<file path="config.mk">
export PLATFORM = sky130hd
export DESIGN_NAME = i2s_audio_tx
export DESIGN_NICKNAME = d
export VERILOG_FILES = /design/src/rtl/i2s_audio_tx.sv
export SDC_FILE = /design/constraint.sdc
export NUM_CORES = 1
export LEC_CHECK = 0
export BUFFER_PORTS_ARGS = -buffer_cell sky130_fd_sc_hd__clkbuf_2
export CAP_MARGIN = 10
export CORE_MARGIN = 1.5
export CORE_UTILIZATION = 52
export CTS_CLUSTER_DIAMETER = 40
export DETAILED_ROUTE_END_ITERATION = 12
export HOLD_SLACK_MARGIN = 0.15
export PLACE_DENSITY = 0.83
export SLEW_MARGIN = 20
export SYNTH_ARGS = -nofsm -noshare
export SYNTH_HDL_FRONTEND = slang
export SYNTH_SLANG_ARGS = --single-unit
</file>
<file path="constraint.sdc">
create_clock -name CLK -period 2.51 [get_ports CLK]
set_input_delay 0.1255 -clock CLK [delete_from_list [all_inputs] [get_ports CLK]]
set_output_delay 0.1255 -clock CLK [all_outputs]
set_load 0.03 [all_outputs]
</file>
<file path="src/rtl/i2s_audio_tx.sv">
// I2S serialiser: 16-bit stereo PCM into a fixed 64-BCK frame with a one-cycle frame strobe.
// Define I2S_LEFT_JUSTIFIED_EN for left-justified output instead of standard I2S.
module i2s_audio_tx #(
    parameter int BCK_HALF    = 8,
    parameter int SAMPLE_BITS = 16
) (
    input  logic                   CLK,
    input  logic                   RESET_N,
    input  logic [SAMPLE_BITS-1:0] AUDIO_L,
    input  logic [SAMPLE_BITS-1:0] AUDIO_R,
    input  logic                   SAMPLE_STB,
    output logic                   FRAME_STB,
    output logic                   I2S_BCK,
    output logic                   I2S_LRCK,
    output logic                   I2S_DATA
);

    localparam int DIV_W = (BCK_HALF > 2) ? $clog2(BCK_HALF) : 1;

    // Channel word is placed in a 32-slot vector whose MSB is slot p=0.
`ifdef I2S_LEFT_JUSTIFIED_EN
    localparam int SLOT_SHIFT = 32 - SAMPLE_BITS;
`else
    localparam int SLOT_SHIFT = 31 - SAMPLE_BITS;
`endif

    logic [DIV_W-1:0]       div;
    logic [5:0]             b;
    logic [SAMPLE_BITS-1:0] hold_l, hold_r;
    logic [SAMPLE_BITS-1:0] sh_l, sh_r;

    logic                   div_wrap;
    logic                   bck_fall;
    logic                   frame_load;
    logic [5:0]             b_next;
    logic [4:0]             p_next;
    logic [SAMPLE_BITS-1:0] in_l, in_r;
    logic [SAMPLE_BITS-1:0] word_l_next, word_r_next;
    logic [SAMPLE_BITS-1:0] slot_word;
    logic [31:0]            slot_vec;
    logic                   data_next;
    logic                   lrck_next;

    always_comb begin
        div_wrap    = (div == DIV_W'(BCK_HALF - 1));
        bck_fall    = div_wrap && I2S_BCK;
        b_next      = b + 6'd1;
        p_next      = b_next[4:0];
        frame_load  = bck_fall && (b == 6'd63);
        in_l        = SAMPLE_STB ? AUDIO_L : hold_l;
        in_r        = SAMPLE_STB ? AUDIO_R : hold_r;
        word_l_next = frame_load ? in_l : sh_l;
        word_r_next = frame_load ? in_r : sh_r;
        slot_word   = b_next[5] ? word_r_next : word_l_next;
        slot_vec    = 32'(slot_word) << SLOT_SHIFT;
        data_next   = slot_vec[5'd31 - p_next];
`ifdef I2S_LEFT_JUSTIFIED_EN
        lrck_next   = ~b_next[5];
`else
        lrck_next   = b_next[5];
`endif
    end

    // LRCK and DATA only move on the edge that drives BCK low, so they are stable while BCK is high.
    always_ff @(posedge CLK or negedge RESET_N) begin
        if (!RESET_N) begin
            div       <= '0;
            b         <= '0;
            I2S_BCK   <= 1'b0;
            I2S_LRCK  <= 1'b0;
            I2S_DATA  <= 1'b0;
            FRAME_STB <= 1'b0;
            hold_l    <= '0;
            hold_r    <= '0;
            sh_l      <= '0;
            sh_r      <= '0;
        end else begin
            div       <= div_wrap ? '0 : div + DIV_W'(1);
            FRAME_STB <= frame_load;
            if (div_wrap) begin
                I2S_BCK <= ~I2S_BCK;
            end
            if (SAMPLE_STB) begin
                hold_l <= AUDIO_L;
                hold_r <= AUDIO_R;
            end
            if (bck_fall) begin
                b        <= b_next;
                I2S_LRCK <= lrck_next;
                I2S_DATA <= data_next;
            end
            if (frame_load) begin
                sh_l <= in_l;
                sh_r <= in_r;
            end
        end
    end

endmodule

</file>
## Yosys cells after proc, flatten, opt, wreduce, memory -nomap -nowiden

Cells that the tools add are included.

- Add/sub/neg operators: 3
- Mux-type cells: 8
- Bitwise logic cells: 1
- Reduce and logical (&&, ||, !) cells: 2
- $lt $le $gt $ge: 1
- Equal/unequal tests: 2

Operators with widths:

| cell | number |
|---|---|
| $mux 16 | 5 |
| $add 6x1->6 const B | 1 |
| $eq 6x6->1 const B | 1 |
| $lt 5x6->1 const B | 1 |
| $bmux 1 s5 | 1 |
| $sub 5x5->5 const A | 1 |
| $add 3x1->3 const B | 1 |
| $eq 3x3->1 const B | 1 |
| $mux 3 | 1 |
| $logic_and 1x1->1 | 2 |
| $mux 1 | 1 |
| $not 1->1 | 1 |

- Bits in registers: 77
- Output and inout port bits: 4
- Word-level logic and storage cells: 27
- Input bits: 35

## Longest topological paths before layout

Gate-level depths: netlist of the first run.

- Word-level depth: 7
- Mapped depth: 13
- Gate-level depth less buffers: 12

## Worst setup path after synthesis of the first run

OpenSTA, ideal clock, no wires.

- Path kind: reg2reg
- From: register div[0]
- To: register I2S_DATA
- Data arrival time: 2.510 ns
- Stages on the path, launching flop included: 13
- Data required time: 2.392 ns
- Path buffers: 0
- Setup time: 0.118 ns
- Period minus slack after synthesis: 2.628 ns
- Path slack: -0.118 ns
- Cells stage by stage: dfrtp_1 -> ha_1 -> ha_1 -> nand2_2 -> nor2_2 -> nand3_4 -> inv_4 -> mux2_4 -> a2111oi_1 -> nor4_1 -> nor4_1 -> nor3b_1 -> a21o_1

- Cells in the longest elaborated chain, start to end: 7
- Elaborated cells between the ends (all ways): 8
- Those cells by class: eq/ne (1); mux (5); reduce/logical (2)

Ends and longest elaborated chain:

| what | RTL line | RTL |
|---|---|---|
| start: declaration | 27 | `logic [DIV_W-1:0] div;` |
| start signal: assignment | 78 | `div <= div_wrap ? '0 : div + DIV_W'(1);` |
| $eq 3x3->1 | 45 | `div_wrap = (div == DIV_W'(BCK_HALF - 1));` |
| $logic_and 1x1->1 | 46 | `bck_fall = div_wrap && I2S_BCK;` |
| $logic_and 1x1->1 | 49 | `frame_load = bck_fall && (b == 6'd63);` |
| $mux 16 | n/a |  |
| net word_r_next[11] | 38 | `logic [SAMPLE_BITS-1:0] word_l_next, word_r_next;` |
| $mux 16 | 54 | `slot_word = b_next[5] ? word_r_next : word_l_next;` |
| $bmux 1 s5 | 56 | `data_next = slot_vec[5'd31 - p_next];` |
| $mux 1 (implied by the code) | 56 |  |
| end signal: assignment | 90 | `I2S_DATA <= data_next;` |
| end: declaration | 15 | `output logic I2S_DATA` |

The timed path passes the listed nets, and every way through them passes these cells. The select of a mux whose other input is x is not followed.
A chain may end at the register's enable or synchronous reset.

## Worst setup path in the final report of the first run

- From: register b[0]
- To: register I2S_DATA

- Cells in the longest elaborated chain, start to end: 6
- Elaborated cells between the ends (all ways): 9
- Those cells by class: add/sub (2); eq/ne (1); mux (5); reduce/logical (1)

Ends and longest elaborated chain:

| what | RTL line | RTL |
|---|---|---|
| start: declaration | 28 | `logic [5:0] b;` |
| start signal: assignment | 88 | `b <= b_next;` |
| parallel branches: the longest is 4 deep, another holds $add 6x1->6 | n/a |  |
| $bmux 1 s5 (*) | 56 |  |
| $mux 1 (implied by the code) (*) | 56 |  |

Every way passes the cells marked *. The select of a mux whose other input is x is not followed.

==> impl_metrics.yaml, run 1 <==
status:
  status: "complete, no violations"
timing:
  slew_viol_final: 0
  fin_crit_ns: 2.42
  setup_viol: 0
  slew_headroom: 0.383
  final_hold_viol_count: 0
  min_period_over_period: 0.964
  fin_skew_ns: 0.00719
  fin_ws_ns: 0.0900
  fmax_ghz: 0.413
  rsz0062_at_grt: "yes"
  setup_tns_ns: 0
  worstMarginPinSlew_ns: 0.926
layout:
  syn_to_final_growth_pct: 29.9
  nets: 431
  drive_above_1_share: 0.299
  n_fill_cell: 456
  multi_input_area_mm2: 0.00148
  regArea_mm2: 0.00190
  stdcell_area_mm2: 0.00450
  finalNonFillerCells: 475
  diodes: 0
logic_synthesis:
  ys_types: 52
  synth_most_common_cell: "dfrtp_1"
  ys_warn_count: 0
  syn_inst: 306
  synth-edff-count: 0
  avgSynthCellArea_um2: 11.3
  synth_area_mm2: 0.00347
  synth_top_area_frac: 0.549
  ys_seq_area_frac: 0.549
  yosys-top-cells-area: "dfrtp_1 55%, mux2_2 8.1%, nand2_1 6.2%"
  synth_top_area_cell: "dfrtp_1"
  syn_nets: 344
  async_flop_share: 1.00
  ys_seq_elements: 76
  ys_top_cells_by_count: "76 x dfrtp_1, 57 x nand2_1, 25 x mux2_2, 22 x nor2_1, 17 x mux2i_1"
  ys.flop_type: "dfrtp_1"
placement:
  gp_congestion: 0.880
  numPortBuffers: 38
  dpl.cell_count: 419
  post-place-ws_ns: 0.0517
  dpl.hpwl_um: 4620
  dpl-instance-area_mm2: 0.00380
route:
  drt-pass1-iter-count: 4
  viasPerCell: 5.37
  route.detailed.drc: 0
  wirelength_um: 7540
  routedWlPerCell_um: 15.9
  detail-route-antenna-nets: 0
  drtIter0Drc: 162
  num_vias: 2551
floorplan:
  die_w_um: 84.6
  die_y_um: 84.6
  fp.dieArea_mm2: 0.00716
  start_util: 0.543
  pin_count: 39
  rows: 29
  design.core.area_mm2: 0.00639
setup_path:
  ff2ff_path_depth: 10
  rrSetupSlack_ns: 0.09
  worst-path-max-fanout: 6
  endpoint_kind: "register"
  arrival_ns: 2.67
  critPathKind: "reg -> reg"
  critPathLaunchType: "register"
  r2r_end: "I2S_DATA"
  r2r-start: "b[0]"
  cp.required_ns: 2.76
power:
  combPwrFrac: 0.074
  leakage_nw: 2.06
  p_seq_frac: 0.474
  clock_power_share: 0.452
  p_sw_mw: 0.549
  power_density_mw_per_mm2: 604
  swShare: 0.202
  power.internal_mw: 2.17
  peakVddDrop_mv: 0.483
clocking:
  htreeDepth: 3
  cts_root_buf: "clkbuf_8"
  cts_made_buffers: 9
  clkSinkCount: 76
  clk_latency_ns: 0.36
  path_clk_slew_ns: 0.08
  cts_buffer_depth: 2
  cts_tree: "built"
grt:
  track_usage: 0.221
  antenna_found_initial: 0
  grt_max_degree: 77
  grt.overflow.total: 0
  grt_pass1_vias: 2576
  grt_pass1_wl_um: 12300
flow_run:
  maxCapViolations: 0
hold_path:
  hold_class: "in -> reg"
  worstHoldStart: "SAMPLE_STB"
  holdPathEnd: "hold_l[9]"
  holdPathStages: 2
## power groups by stage
stage | sequential, mW | clock [mW] | combinational (mW)
floorplan | 1.31 | 0 | 0.0907
global placement | 1.31 | 0 | 0.156
detailed placement | 1.31 | 0 | 0.161
CTS | 1.29 | 1.25 | 0.202
global route | 1.29 | 1.31 | 0.223
finish | 1.29 | 1.23 | 0.201
## sequential cells by signal (all words and copies together) (netlist names)
name,flops
hold_l,16
hold_r,16
sh_l,16
sh_r,16
b,5
div,3
FRAME_STB,1
I2S_BCK,1
I2S_DATA,1
I2S_LRCK,1
## cell families (layout without fill, tap and decap cells)
logic type      after synthesis  count (layout)  synth area share
fa+ha+maj                     3               3            0.0108
simple gates                105             105             0.139
buf+inv                      28             120            0.0397
mux                          49              49             0.167
compound gates               35              35            0.0697
flops                        76              76             0.549
xor+xnor                     10              10            0.0253
## final cells by class
cell class	count	area share
sequential	76	0.423
multi-input combinational	202	0.328
timing repair buffer	91	0.157
clock buffer	12	0.0322
clock inverter	4	0.0267
tap	77	0.0214
inverter	13	0.0120
## stage by stage
stage                      util  power, mW  hold slack [ns]
after detailed placement  0.595       1.48            0.331
after floorplan               -       1.40           -0.170
after CTS                 0.688       2.74            0.332
after global placement    0.595       1.47            0.318
final                     0.705       2.72            0.325
after global routing      0.705       2.83            0.342
## cells in the final DEF (no fill, tap or decap), types with 2 or more instances in the layout
master	instances
a2111oi_0	2
a211oi_1	3
a21boi_0	2
a21oi_1	12
a31oi_1	2
and3_1	4
buf_4	18
bufinv_16	4
clkbuf_1	2
clkbuf_2	37
clkbuf_8	10
dfrtp_1	75
dlygate4sd3_1	33
ha_2	2
inv_1	11
mux2_2	25
mux2_4	4
mux2i_1	17
mux4_2	3
nand2_1	57
nand3_1	4
nor2_1	22
nor3_1	2
nor3b_2	2
nor4_1	2
o31ai_1	2
xnor2_1	7
xor2_1	3
## layer usage
metal | vias to the layer above | GRT usage | routed length [um] | share of wire
met2 | 45 | 0.344 | 3650 | 0.48
met1 | 1274 | 0.308 | 3510 | 0.47
met4 | 0 | 0.0616 | 85 | 0.011
met3 | 10 | 0.0610 | 289 | 0.038
li1 | 1222 | - | - | -
met5 | - | 0 | 0 | 0
## worst max-delay path: stages, from the launching register on
cell and delay [ns]:
dfrtp_1 0.40, buf_4 0.14, and4_1 0.21, a21o_2 0.25
and2_2 0.24, buf_4 0.17, mux2i_1 0.15, nor3_1 0.06
o311ai_0 0.34, nand4_1 0.16, a21o_1 0.19
## worst max-delay path by stage
stage / start / endpoint / cells past startpoint
3_5_place_dp: div[0] / I2S_DATA / 12
6_report: b[0] / I2S_DATA / 10
4_1_cts: div[0] / I2S_DATA / 12
5_1_grt: b[0] / I2S_DATA / 11
2_1_floorplan: div[0] / I2S_DATA / 12
3_3_place_gp: b[2] / I2S_DATA / 9
## what timing repair did
| item | CTS | global route |
|---|---|---|
| hold buffers | 33 | 0 |
| gates resized for setup | 0 | 10 |
| endpoints found under the setup margin | 0 | 1 |
| setup buffers | 0 | 6 |
| hold endpoints to repair | 131 | 0 |
No activity file was read; power rests on OpenSTA's default activity.
==> run 2, diff against run 1 <==
Settings changed: ABC_AREA from default to 1, CORE_UTILIZATION 52 to 53, GPL_TIMING_DRIVEN from default to 0, PLACE_DENSITY 0.83 to 0.84.
==> run 2 against run 1 <==
Against the previous run:
- first-iteration DRC count is 67% higher
- synthesized cell count is 58% higher
- critical path depth grew 5
- critical path type unchanged
- clock-buffer cell count down 1
- register-to-register slack improved by 0.12 ns
- combinational power fell by 3%
==> impl_metrics.yaml, run 2 <==
layout:
  syn_to_final_growth_pct: 25.2
  final_common_cell: "nand2_1"
  diodes: 0
  nets: 605
  n_fill_cell: 496
  layout.core_utilization: 0.700
  multi_input_area_mm2: 0.00121
  regArea_mm2: 0.00190
  drive_above_1_share: 0.137
  final_cell_mix: "176 x nand2_1, 104 x inv_1, 76 x dfrtp_1, 48 x nand3_1, 37 x clkbuf_2"
  stdcell_area_mm2: 0.00455
setup_path:
  startpoint: "div[0]"
  r2r-start: "div[0]"
  r2r_end: "I2S_DATA"
  ff2ff_path_depth: 15
  arrival_ns: 2.54
  worst-path-max-fanout: 10
  critPathKind: "reg -> reg"
  rrSetupSlack_ns: 0.21
  cp.required_ns: 2.75
  crit_end: "I2S_DATA"
  endpoint_kind: "register"
  critPathLaunchType: "register"
timing:
  final_hold_viol_count: 0
  setup_viol: 0
  rsz0062_at_grt: "no"
  worstMarginPinSlew_ns: 0.536
  fin_skew_ns: 0.0103
  fin_crit_ns: 2.30
  slew_headroom: 0.643
  slew_viol_final: 0
  min_period_over_period: 0.918
  fin_ws_ns: 0.206
  setup_tns_ns: 0
  fmax_ghz: 0.434
route:
  route.detailed.drc: 0
  routedWlPerCell_um: 12.3
  wirelength_um: 7980
  drt-pass1-iter-count: 5
  viasPerCell: 4.88
  drtIter0Drc: 270
  num_vias: 3165
  detail-route-antenna-nets: 0
placement:
  post-place-ws_ns: 0.173
  gp_congestion: 0.971
  numPortBuffers: 37
  dpl-instance-area_mm2: 0.00394
  dpl.hpwl_um: 5350
power:
  leakage_nw: 2.72
  peakVddDrop_mv: 0.348
  power_density_mw_per_mm2: 569
logic_synthesis:
  ys_seq_area_frac: 0.524
  ys_top_cells_by_count: "176 x nand2_1, 104 x inv_1, 76 x dfrtp_1, 48 x nand3_1, 23 x o21ai_0"
  yosys-top-cells-area: "dfrtp_1 52%, nand2_1 18%, inv_1 11%"
  async_flop_share: 1.00
  synth_top_area_cell: "dfrtp_1"
  ys_types: 25
  synth_area_mm2: 0.00363
  ys_seq_elements: 76
  syn_inst: 482
  ys_warn_count: 0
  avgSynthCellArea_um2: 7.53
  synth_most_common_cell: "nand2_1"
  syn_nets: 520
  synth-edff-count: 0
  synth_top_area_frac: 0.524
  ys.flop_type: "dfrtp_1"
clocking:
  path_clk_slew_ns: 0.08
  cts_made_buffers: 9
  cts_buffer_depth: 2
  cts_tree: "built"
  cts_setup_buffers: 0
  clkSinkCount: 76
  htreeDepth: 3
  cts_root_buf: "clkbuf_8"
  clk_latency_ns: 0.34
hold_path:
  hold_class: "in -> reg"
  holdPathStages: 3
grt:
  antenna_found_initial: 0
  grt_pass1_wl_um: 13700
  track_usage: 0.238
  grt.overflow.total: 0
  grt_pass1_vias: 3137
  grt_max_degree: 52
floorplan:
  die_y_um: 85.8
  rows: 29
  fp.dieArea_mm2: 0.00736
  start_util: 0.559
  pin_count: 39
  die_w_um: 85.8
  design.core.area_mm2: 0.00649
flow_run:
  maxCapViolations: 0
status:
  status: "complete, no violations"
-- run 2: how the worst min path moves through the flow --
stage / from / to
finish: SAMPLE_STB / hold_l[6]
CTS: SAMPLE_STB / hold_l[6]
floorplan: RESET_N / FRAME_STB
detailed placement: RESET_N / hold_l[12]
global placement: AUDIO_R[3] / hold_r[3]
global route: SAMPLE_STB / hold_l[6]
-- run 2: final cells by class --
class	count	share of cell area
inverter	109	0.0900
buffer	18	0.0248
multi-input combinational	279	0.266
clock inverter	4	0.0215
timing repair buffer	74	0.127
tap	77	0.0212
sequential	76	0.418
clock buffer	11	0.0311
-- run 2: per-stage QoR --
step | hold slack, ns | cells | total power, mW
3_3_place_gp | 0.359 | 596 | 1.44
3_5_place_dp | 0.100 | 597 | 1.45
5_1_grt | 0.177 | 648 | 2.69
2_1_floorplan | -0.170 | 482 | 1.37
4_1_cts | 0.151 | 648 | 2.60
6_report | 0.165 | 648 | 2.59
-- run 2: layer usage --
metal  share of wire  up-vias  global-route usage
met2            0.49       75               0.409
met5               0        -                   0
met3           0.040       12              0.0520
met1            0.45     1487               0.296
li1                -     1591                   -
met4           0.014        0              0.0894
-- run 2: cells by family (layout without fill, tap and decap cells) --
| logic type | after synthesis | in the layout | synth area share |
|---|---|---|---|
| xor gates and xnor gates | 3 | 3 | 0.00724 |
| DFF | 76 | 76 | 0.524 |
| adders and majority gates | 3 | 3 | 0.0103 |
| AOI/OAI and AO/OA | 31 | 31 | 0.0438 |
| and+or+nand+nor | 242 | 242 | 0.272 |
| buffers and inverters | 127 | 216 | 0.143 |
-- run 2: where the power goes --
group,internal (mW),switching (mW),leakage [nW]
clock,0.683,0.429,0.116
combinational,0.0878,0.107,1.67
sequential,1.27,0.0112,0.939
-- run 2: worst max-delay path: stages (launching register included) --
cell and delay (ns):
dfrtp_1 0.36, ha_1 0.15, ha_1 0.18, nand2_1 0.09
buf_2 0.18, nor2_2 0.22, clkbuf_4 0.26, nand3_1 0.09
nand2_1 0.12, nand2_1 0.06, nand3_1 0.08, nand3_1 0.09
nand3_1 0.09, nand2_1 0.06, nand3_1 0.08, a21oi_1 0.06
-- run 2: timing repair --
item | in CTS | in global routing
resized for setup | 0 | 3
hold endpoints to repair | 112 | 0
setup endpoints to repair | 0 | 1
hold buffers | 36 | 0
